[config.mk]
export PLATFORM = sky130hd
export DESIGN_NAME = axis_testpattern_sequencer
export DESIGN_NICKNAME = d
export VERILOG_FILES = /design/src/rtl/axis_testpattern_sequencer.sv
export SDC_FILE = /design/constraint.sdc
export NUM_CORES = 1
export LEC_CHECK = 0
export ABC_AREA = 0
export ABC_CLOCK_PERIOD_IN_PS = 3010
export BUFFER_PORTS_ARGS = -buffer_cell sky130_fd_sc_hd__buf_4
export CAP_MARGIN = 30
export CORE_ASPECT_RATIO = 1.4
export CORE_UTILIZATION = 40
export DETAILED_ROUTE_END_ITERATION = 10
export PLACE_DENSITY = 0.64
export SKIP_LAST_GASP = 1
export SLEW_MARGIN = 20
export SYNTH_ARGS = -nofsm -noshare
export SYNTH_HDL_FRONTEND = slang
export SYNTH_SLANG_ARGS = --single-unit
[constraint.sdc]
create_clock -name m_axis_aclk -period 3.01 [get_ports m_axis_aclk]
set_input_delay 0.7525 -clock m_axis_aclk [delete_from_list [all_inputs] [get_ports m_axis_aclk]]
set_output_delay 0.7525 -clock m_axis_aclk [all_outputs]
set_load 0.01 [all_outputs]
[src/rtl/axis_testpattern_sequencer.sv]
`timescale 1ns/1ps
`default_nettype none
// ============================================================================
// Module      : axis_testpattern_sequencer
// Description : Frames a free-running AXI-Stream pattern into counted packets
//               with tlast, programmable inter-packet gap and run control.
// Revision    : 1.0 - initial release
// ============================================================================
module axis_testpattern_sequencer #(
    parameter int TDATA_WIDTH = 32,
    parameter int LEN_WIDTH   = 16,
    parameter int CNT_WIDTH   = 16,
    parameter int GAP_WIDTH   = 8
) (
    input  logic                   m_axis_aclk,
    input  logic                   m_axis_aresetn,
    input  logic                   start,
    input  logic                   abort,
    input  logic [LEN_WIDTH-1:0]   cfg_pkt_len,
    input  logic [CNT_WIDTH-1:0]   cfg_pkt_count,
    input  logic [GAP_WIDTH-1:0]   cfg_gap,
    output logic                   gen_enable,
    input  logic [TDATA_WIDTH-1:0] s_axis_tdata,
    input  logic                   s_axis_tvalid,
    output logic                   s_axis_tready,
    output logic [TDATA_WIDTH-1:0] m_axis_tdata,
    output logic                   m_axis_tvalid,
    input  logic                   m_axis_tready,
    output logic                   m_axis_tlast,
    output logic                   busy,
    output logic                   done,
    output logic [CNT_WIDTH-1:0]   pkt_sent
);

    typedef enum logic [1:0] {
        ST_IDLE = 2'd0,
        ST_RUN  = 2'd1,
        ST_GAP  = 2'd2,
        ST_DONE = 2'd3
    } state_t;

    localparam logic [LEN_WIDTH-1:0] c_len_one = LEN_WIDTH'(1);
    localparam logic [CNT_WIDTH-1:0] c_cnt_one = CNT_WIDTH'(1);
    localparam logic [GAP_WIDTH-1:0] c_gap_one = GAP_WIDTH'(1);

    state_t                 r_state;
    state_t                 w_state_nxt;
    logic [LEN_WIDTH-1:0]   r_len_m1;
    logic [CNT_WIDTH-1:0]   r_count;
    logic [GAP_WIDTH-1:0]   r_gap;
    logic [LEN_WIDTH-1:0]   r_beat_cnt;
    logic [CNT_WIDTH-1:0]   r_pkt_sent;
    logic [GAP_WIDTH-1:0]   r_gap_cnt;
    logic                   r_abort_pend;
    logic                   r_gen_enable;

    logic                   w_run;
    logic                   w_last;
    logic                   w_hs;
    logic                   w_pkt_end;
    logic                   w_start_acc;
    logic [CNT_WIDTH-1:0]   w_pkt_sent_inc;
    logic                   w_count_reached;

    assign w_run           = (r_state == ST_RUN);
    assign w_last          = w_run && (r_beat_cnt == r_len_m1);
    assign w_hs            = w_run && s_axis_tvalid && m_axis_tready;
    assign w_pkt_end       = w_hs && w_last;
    assign w_start_acc     = (r_state == ST_IDLE) && start;
    assign w_pkt_sent_inc  = r_pkt_sent + c_cnt_one;
    assign w_count_reached = (r_count != '0) && (w_pkt_sent_inc == r_count);

    always_comb begin
        w_state_nxt = r_state;
        case (r_state)
            ST_IDLE: begin
                if (start) w_state_nxt = ST_RUN;
            end
            ST_RUN: begin
                if (w_pkt_end) begin
                    if (r_abort_pend || abort || w_count_reached) w_state_nxt = ST_DONE;
                    else if (r_gap != '0)                         w_state_nxt = ST_GAP;
                    else                                          w_state_nxt = ST_RUN;
                end
            end
            ST_GAP: begin
                if (abort)                      w_state_nxt = ST_DONE;
                else if (r_gap_cnt == c_gap_one) w_state_nxt = ST_RUN;
            end
            ST_DONE: w_state_nxt = ST_IDLE;
            default: w_state_nxt = ST_IDLE;
        endcase
    end

    always_ff @(posedge m_axis_aclk or negedge m_axis_aresetn) begin
        if (!m_axis_aresetn) r_state <= ST_IDLE;
        else                 r_state <= w_state_nxt;
    end

    always_ff @(posedge m_axis_aclk or negedge m_axis_aresetn) begin
        if (!m_axis_aresetn) begin
            r_len_m1     <= '0;
            r_count      <= '0;
            r_gap        <= '0;
            r_beat_cnt   <= '0;
            r_pkt_sent   <= '0;
            r_gap_cnt    <= '0;
            r_abort_pend <= 1'b0;
            r_gen_enable <= 1'b0;
        end else begin
            r_gen_enable <= (w_state_nxt == ST_RUN) || (w_state_nxt == ST_GAP);
            if (w_start_acc) begin
                // A zero length is stored as a one-beat packet
                r_len_m1     <= (cfg_pkt_len == '0) ? '0 : (cfg_pkt_len - c_len_one);
                r_count      <= cfg_pkt_count;
                r_gap        <= cfg_gap;
                r_beat_cnt   <= '0;
                r_pkt_sent   <= '0;
                r_abort_pend <= 1'b0;
            end
            if (w_hs) r_beat_cnt <= w_last ? '0 : (r_beat_cnt + c_len_one);
            if (w_pkt_end) r_pkt_sent <= w_pkt_sent_inc;
            if (w_run && abort) r_abort_pend <= 1'b1;
            if (w_pkt_end && (w_state_nxt == ST_GAP)) r_gap_cnt <= r_gap;
            else if (r_state == ST_GAP)               r_gap_cnt <= r_gap_cnt - c_gap_one;
        end
    end

    // Stream path is combinational so reset removes valid without waiting for a clock
    assign m_axis_tvalid = w_run && s_axis_tvalid;
    assign s_axis_tready = w_run && m_axis_tready;
    assign m_axis_tdata  = w_run ? s_axis_tdata : '0;
    assign m_axis_tlast  = w_last;
    assign busy          = (r_state != ST_IDLE);
    assign done          = (r_state == ST_DONE);
    assign pkt_sent      = r_pkt_sent;
    assign gen_enable    = r_gen_enable;

endmodule
`default_nettype wire

## After elaboration in Yosys (flattened, before gate mapping)

Index checks and enable logic that the tools add are counted.

- Input bits: 78
- Register bits after elaboration: 84

- Equality and inequality tests: 8
- Muxes and demuxes: 17
- Reduce and logical (&&, ||, !) cells: 21
- Add/sub/neg operators: 4

Operators with widths:

| kind | number |
|---|---|
| $mux W16 | 5 |
| $add A16 B1 Y16 const B | 2 |
| $eq A16 B16 Y1 | 2 |
| $mux W32 | 1 |
| $logic_not A16 Y1 | 1 |
| $mux W8 | 2 |
| $reduce_bool A16 Y1 | 1 |
| $sub A16 B1 Y16 const B | 1 |
| $mux W2 | 6 |
| $reduce_bool A2 Y1 | 5 |
| $logic_and A1 B1 Y1 | 9 |
| $eq A8 B1 Y1 const B | 1 |
| $pmux W2 S4 | 1 |
| $reduce_bool A8 Y1 | 1 |
| $sub A8 B1 Y8 const B | 1 |
| $eq A2 B2 Y1 const B | 3 |
| $eq A2 B1 Y1 const B | 2 |
| $logic_or A1 B1 Y1 | 3 |
| $logic_not A2 Y1 | 1 |
| $mux W1 | 2 |

## Depth between registers and ports, before layout

Gate-level depths: netlist of the first run.

- Depth after elaboration: 10
- Mapped depth: 12

## Least setup slack after synthesis of the first run

Ideal clock, no wire load.

- Path type: reg-to-reg
- Start point: register r_pkt_sent[0] (netlist: pkt_sent[0])
- End point: register r_gap_cnt[0]
- Cell stages (with the launch flop): 13
- Arrival: 3.148 ns
- Library setup time: 0.137 ns
- Setup slack: -0.275 ns
- Cell sequence: dfrtp_1 -> ha_1 -> and3_2 -> and3_2 -> xnor2_1 -> or4_1 -> o41ai_2 -> a2bb2oi_1 -> ha_1 -> nand4_1 -> clkbuf_1 -> nor2_1 -> a21oi_1

- Cells in the longest elaborated chain, start to end: 10

RTL lines:

| item | line | source |
|---|---|---|
| start: declaration | 52 | `logic [CNT_WIDTH-1:0] r_pkt_sent;` |
| start signal: assignment | 122 | `if (w_pkt_end) r_pkt_sent <= w_pkt_sent_inc;` |
| $add A16 B1 Y16 (*) | 70 | `assign w_pkt_sent_inc = r_pkt_sent + c_cnt_one;` |
| $eq A16 B16 Y1 (*) | 71 | `assign w_count_reached = (r_count != '0) && (w_pkt_sent_inc == r_count);` |
| $logic_and A1 B1 Y1 (*) | 71 |  |
| $logic_or A1 B1 Y1 (*) | 81 | `if (r_abort_pend \|\| abort \|\| w_count_reached) w_state_nxt = ST_DONE;` |
| $mux W2 (*) | 81 |  |
| $mux W2 (*) | 80 | `if (w_pkt_end) begin` |
| $pmux W2 S4 (*) | 75 | `case (r_state)` |
| via w_state_nxt[1] | 47 | `state_t w_state_nxt;` |
| $eq A2 B2 Y1 (*) | 124 | `if (w_pkt_end && (w_state_nxt == ST_GAP)) r_gap_cnt <= r_gap;` |
| $logic_and A1 B1 Y1 (*) | 124 |  |
| $mux W8 or $reduce_bool A2 Y1 (tied branches) | n/a |  |
| end signal: assignment | 124 |  |
| end signal: assignment | 125 | `else if (r_state == ST_GAP) r_gap_cnt <= r_gap_cnt - c_gap_one;` |
| end: declaration | 53 | `logic [GAP_WIDTH-1:0] r_gap_cnt;` |

Mark *: on every way through the listed nets, which the timed path passes. The rest lies on a longest branch.
A chain may end at the register's enable or synchronous reset.

## Final worst setup path of the first run

- Start point: register r_pkt_sent[1] (netlist: pkt_sent[1])
- End point: register r_gap_cnt[7]

The elaborated chain is that of the path after synthesis.

==> flow_summary.yaml, run 1 <==
status:
  run_status: "complete, but fails checks"
  violations: "design-rule violations, negative setup slack"
global_route:
  track_usage: 0.2336
  grt_pass1_wl_um: 24680
  overflow: 0
  antenna_found_initial: 0
  grt_max_degree: 44
  grt_pass1_vias: 5015
critical_path:
  cpLargestDelayFamily: "compound AO/OA/AOI/OAI gates"
  path_max_fanout: 5
  crit_buf_inv: 3
  cp.arrival_ps: 3290
  crit_path_cell_trace: "ha_4, nand3_4, or3_4, buf_4, nor3_2, o22ai_1, o41ai_2, buf_4, a2bb2oi_2, ha_2, nand4_1, buf_4, mux2i_1, o31ai_1"
  crit_start: "pkt_sent[1]"
  worstReg2RegEnd: "r_gap_cnt[7]"
  critPathCaptureType: "flip-flop"
  slowest_delay_ps: 410
  crit_top_cell: "buf_4"
  required_ps: 3230
  reg2regPathDepth: 14
  cp_slowest_cell: "dfrtp_2"
  critPathLaunchType: "flip-flop"
  critPathKind: "flip-flop to flip-flop"
  r2r_setup_slack_ps: -50
  reg2reg_from: "pkt_sent[1]"
layout:
  diodes: 0
  layout_common_cells: "buf_4 (187), nand2_1 (120), dfrtp_1 (79), o21ai_0 (40), nand3_1 (39)"
  layout-drive-gt1-share: 0.3026
  nNetsFinal: 872
  layout_commonest_cell: "buf_4"
  syn_to_final_growth_pct: 37.47
  final_cells: 943
floorplan:
  initial_core_util: 0.4168
  die_width_um: 98.42
  coreArea_um2: 12490
  die-area_um2: 13480
  die_h_um: 137.0
  boundaryPins: 132
  fp-row-count: 48
synth:
  synth_ff_type: "dfrtp_1"
  syn-cell-area_um2: 5206
  yosys-top-cells-area: "dfrtp_1 (40%), nand2_1 (8.8%), xnor2_1 (5.7%)"
  syn_nets: 698
  ys_ff_latch: 84
  synth_edf_count: 0
  async_flop_share: 1.000
  yosysSeqAreaShare: 0.4037
  syn_area_per_cell_um2: 8.479
  ys_warn_count: 0
  synthCells: 614
  synth_area_leader_cell: "dfrtp_1"
  netlist.area_leader.share: 0.4037
  synthDistinctLibCells: 55
placement:
  io_buffers: 131
  gp_congestion: 0.8772
  place_ws_ps: -239.4
  place_inst: 921
  hpwl_um: 11770
clock_network:
  clk_latency_ps: 350
  cts_hold_buf: 0
  path_clk_slew_ps: 60
  cts_tree: "yes"
  clockBufferDepth: 2
  cts_buffers: 9
  cts-htree-levels: 3
  cts_root_buffer: "clkbuf_16"
  clkSinkCount: 84
pwr:
  p_sw_uw: 1613
  powerDensity_nw_per_um2: 639.1
  p_seq_frac: 0.381
  peakVddDrop_v: 0.0003054
  intPower_uw: 2960
  clockPowerShare: 0.282
  cellLeakagePower_uw: 0.003329
  combPwrFrac: 0.337
  switching_share: 0.3527
timing:
  setup_ws_ps: -53.22
  setup_viol: 1
  tightest_slew_ps: 872.2
  fmax_mhz: 326.5
  rsz0062_at_grt: "yes"
  hold_viol_final: 0
  skew_ps: 8.046
  fin_crit_sh: 1.018
  setup_tns_ps: -53.22
  layout_min_cycle_time_ps: 3063
  slew_headroom: 0.4185
  drv_slew: 0
detailed_routing:
  drcViolationCount: 1
  num_vias: 5022
  first_pass_iters: 11
  via_per_inst: 5.326
  routed_wl_um: 15270
  drt_iter0_drc: 169
  wl_per_cell_um: 16.19
  postRouteAntennaNets: 0
hold_path:
  hp-class: "input pin to async pin"
flow_run:
  drv_cap: 0
[layout make-up]
cell class	count	area, um2
clock inverter	7	123.9
clock buffer	9	225.2
timing repair buffer	190	1446
fill	1171	5335
multi-input combinational	481	2983
sequential	84	2108
tap	150	187.7
inverter	22	82.58
[worst register-to-register path, cell delays in order, from the launching register on]
cell	delay, ps
dfrtp_2	410
ha_4	180
nand3_4	90
or3_4	360
buf_4	160
nor3_2	170
o22ai_1	150
o41ai_2	350
buf_4	190
a2bb2oi_2	160
ha_2	200
nand4_1	100
buf_4	170
mux2i_1	170
o31ai_1	90
[metal layers]
metal / routed length, um / vias up / share of wire / GRT usage
met2: 7920 / 90 / 0.52 / 0.4073
li1: - / 2466 / - / -
met5: 0 / - / 0 / 0
met1: 6673 / 2439 / 0.44 / 0.2945
met3: 406 / 27 / 0.027 / 0.04086
met4: 265 / 0 / 0.017 / 0.07297
[power groups by stage]
| stage | clock network, uW | registers [uW] | logic (uW) |
|---|---|---|---|
| after floorplan | 0 | 1670 | 978 |
| after global placement | 0 | 1750 | 1460 |
| after detailed placement | 0 | 1760 | 1510 |
| after CTS | 1320 | 1740 | 1540 |
| after global routing | 1370 | 1780 | 1730 |
| final | 1290 | 1740 | 1540 |
[cell usage after synthesis, types with 4 or more instances]
master and instances:
a21oi_1 21, dfrtp_1 84, xor2_1 29, buf_6 4, and3_1 7, inv_1 21
nor3_1 12, or4_1 6, a21o_1 5, and2_1 38, o21ai_0 41, nand3_1 40
xnor2_1 34, a31oi_1 12, clkbuf_1 17, nor4_1 17, nor2_1 23, nand2b_1 5
nand4_1 9, mux2i_1 8, nand2_1 122, ha_1 6
[repair_timing]
action | 4_1_cts | 5_1_grt
pin swaps | 4 | 4
setup endpoints to repair | 9 | 9
setup buffers | 4 | 2
resized for setup | 18 | 3
[worst max-delay path by stage]
stage	cells after the start	slack (ps)	to
after floorplan	12	20	r_gap_cnt[4]
after global placement	13	-3	r_gap_cnt[7]
after detailed placement	13	-240	r_gap_cnt[7]
after CTS	15	-20	r_gap_cnt[7]
after global routing	14	-240	r_gap_cnt[7]
final	14	-50	r_gap_cnt[7]
[registers in the layout (all words and copies together), names as in the netlist]
register / cells
r_gap: 8
r_beat_cnt: 16
r_gap_cnt: 8
r_abort_pend: 1
gen_enable: 1
r_len_m1: 16
pkt_sent: 16
r_count: 16
r_state: 2
[cell families (layout without fill, tap and decap cells)]
| group | after synthesis | in the layout | synth area share |
|---|---|---|---|
| xor gates and xnor gates | 63 | 63 | 0.1060 |
| adders and majority gates | 6 | 6 | 0.01442 |
| AOI/OAI and AO/OA | 99 | 99 | 0.1134 |
| buffers and inverters | 49 | 228 | 0.04350 |
| DFF | 84 | 84 | 0.4037 |
| and+or+nand+nor | 305 | 305 | 0.3035 |
| muxes | 8 | 8 | 0.01538 |
[metrics by stage]
stage	total power (uW)	util	hold WS (ps)	area, um2
finish	4574	0.5729	368.4	7157
global route	4881	0.5729	407.1	7157
CTS	4595	0.5708	380.5	7131
detailed placement	3263	0.5338	487.7	6668
global placement	3215	0.5338	469.5	6668
floorplan	2646	-	452.8	5238
Note: power is estimated with default switching activity, not from simulation.
==> run 2: changes to the inputs <==
Settings changed: PLACE_DENSITY 0.64 to 0.61.
==> run 2 against run 1 <==
Effect of this change: clock power decreased by 12%; first-iteration DRC count increased by 45%; non-clock buffer count increased by 3; sequential power about the same; hold slack improved by 27 ps; worst setup slack got worse by 33 ps; via count increased by 0.34%; highest routed layer unchanged; die area unchanged; the run still ends with design-rule violations, negative setup slack left.
==> flow_summary.yaml, run 2 (synthesized netlist as in run 1, its figures left out) <==
timing:
  setup_ws_ps: -86.07
  fin_hold_ws_ps: 395.4
  rsz0062_at_grt: "yes"
  fmax_mhz: 323.0
  slew_headroom: 0.3684
  setup_tns_ps: -266.5
  layout_min_cycle_time_ps: 3096
  skew_ps: 4.652
  fin_crit_sh: 1.029
  setup_viol: 8
  drv_slew: 0
  tightest_slew_ps: 947.4
  hold_viol_final: 0
pwr:
  peakVddDrop_v: 0.0003015
  powerDensity_nw_per_um2: 621.8
  switching_share: 0.3657
  clockPowerShare: 0.255
  intPower_uw: 2817
  cellLeakagePower_uw: 0.003344
  p_total_uw: 4442
  p_sw_uw: 1624
  combPwrFrac: 0.352
  p_seq_frac: 0.394
layout:
  fill_cells: 1181
  syn_to_final_growth_pct: 37.20
  layout-drive-gt1-share: 0.3078
  multi_input_area_um2: 3002
  seqCellArea_um2: 2107
  layout_commonest_cell: "buf_4"
  nNetsFinal: 875
  final_util: 0.5718
  diodes: 0
  layout_common_cells: "buf_4 (190), nand2_1 (121), dfrtp_1 (80), o21ai_0 (41)"
detailed_routing:
  num_vias: 5039
  via_per_inst: 5.327
  drcViolationCount: 1
  wl_per_cell_um: 16.64
  postRouteAntennaNets: 0
  drt_iter0_drc: 245
  first_pass_iters: 11
  routed_wl_um: 15740
hold_path:
  hp-class: "input pin to async pin"
critical_path:
  critPathCaptureType: "flip-flop"
  critical_path.endpoint: "r_gap_cnt[7]"
  crit_top_cell: "buf_4"
  crit_start: "pkt_sent[3]"
  cp_slowest_cell: "or4_4"
  slowest_delay_ps: 520
  reg2reg_from: "pkt_sent[3]"
  crit_path_cell_trace: "buf_4, xor2_1, xnor2_1, nand2_1, or4_4, o41ai_4, buf_4, a2bb2oi_2, ha_2, nand4_1, buf_6, mux2i_1, o31ai_1"
  path_max_fanout: 6
  critPathLaunchType: "flip-flop"
  required_ps: 3240
  critPathKind: "flip-flop to flip-flop"
  cp.arrival_ps: 3320
  reg2regPathDepth: 13
  worstReg2RegEnd: "r_gap_cnt[7]"
  r2r_setup_slack_ps: -90
clock_network:
  clockBufferDepth: 2
  cts_hold_buf: 0
  cts_root_buffer: "clkbuf_16"
  clk_latency_ps: 340
  cts_buffers: 9
  path_clk_slew_ps: 60
  cts-htree-levels: 3
  clkSinkCount: 84
  cts_tree: "yes"
floorplan:
  die_h_um: 137.0
  coreArea_um2: 12490
  fp-row-count: 48
  boundaryPins: 132
  die-area_um2: 13480
  die_width_um: 98.42
  initial_core_util: 0.4168
status:
  violations: "design-rule violations, negative setup slack"
  run_status: "complete, but fails checks"
placement:
  hpwl_um: 11980
  place_ws_ps: -159.1
  gp_congestion: 0.8841
  io_buffers: 131
global_route:
  overflow: 0
  grt_pass1_vias: 5005
  grt_pass1_wl_um: 24940
  track_usage: 0.2362
  grt_max_degree: 44
  antenna_found_initial: 0
flow_run:
  drv_cap: 0
-- run 2: cell types whose count changed in the layout (fill, tap and decap cells not counted), sizes merged --
cell and change:
clkinv +2, bufinv -2, clkbuf +1, clkinvlp -1
buf +3
-- run 2: critical path: cells and delay by family, from the launching register on --
kind / cells / cell delay, ps
mux: 1 / 140
simple gates: 3 / 710
xor+xnor: 2 / 340
fa+ha+maj: 1 / 200
flops: 1 / 450
buf+inv: 3 / 520
compound gates: 3 / 600
-- run 2: layer usage --
layer	GRT usage	wire length, um	vias up
li1	-	-	2473
met1	0.2908	6559	2421
met2	0.4202	8265	123
met3	0.03320	573	22
met4	0.08789	345	0
met5	0	0	-
-- run 2: layout make-up --
class                   count  share of cell area
inverters                  22             0.01156
clock buffers              10             0.03346
clock inverters             6            0.008758
flip-flops and latches     84              0.2950
multi-input cells         481              0.4202
well taps                 150             0.02627
repair buffers            193              0.2048
-- run 2: per-stage QoR --
stage               instance area, um2  instances
floorplan                         5238        614
global placement                  6675        922
detailed placement                6675        922
CTS                               7014        940
global route                      7143        946
finish                            7143        946
-- run 2: power groups by stage --
stage	combinational [uW]	clock, uW	sequential, uW
finish	1560	1130	1750
global route	1740	1200	1790
CTS	1520	1150	1750
detailed placement	1520	0	1760
global placement	1480	0	1760
floorplan	978	0	1670
-- run 2: how the worst min path moves through the flow --
stage	from	endpoint	slack (ps)	cells after the start
2_1_floorplan	r_gap_cnt[7]	r_gap_cnt[7]	450	1
3_3_place_gp	r_gap_cnt[7]	r_gap_cnt[7]	480	1
3_5_place_dp	r_abort_pend	r_abort_pend	490	1
4_1_cts	m_axis_aresetn	r_gap[3]	420	1
5_1_grt	m_axis_aresetn	r_count[2]	440	1
6_report	m_axis_aresetn	r_count[2]	400	1
-- run 2: what timing repair did --
| item | CTS | global route |
|---|---|---|
| setup buffers | 2 | 5 |
| setup endpoints to repair | 8 | 9 |
| pin swaps | 1 | 6 |
| resized for setup | 4 | 17 |
| hold endpoints to repair | 0 | 0 |
| cloned | 0 | 1 |
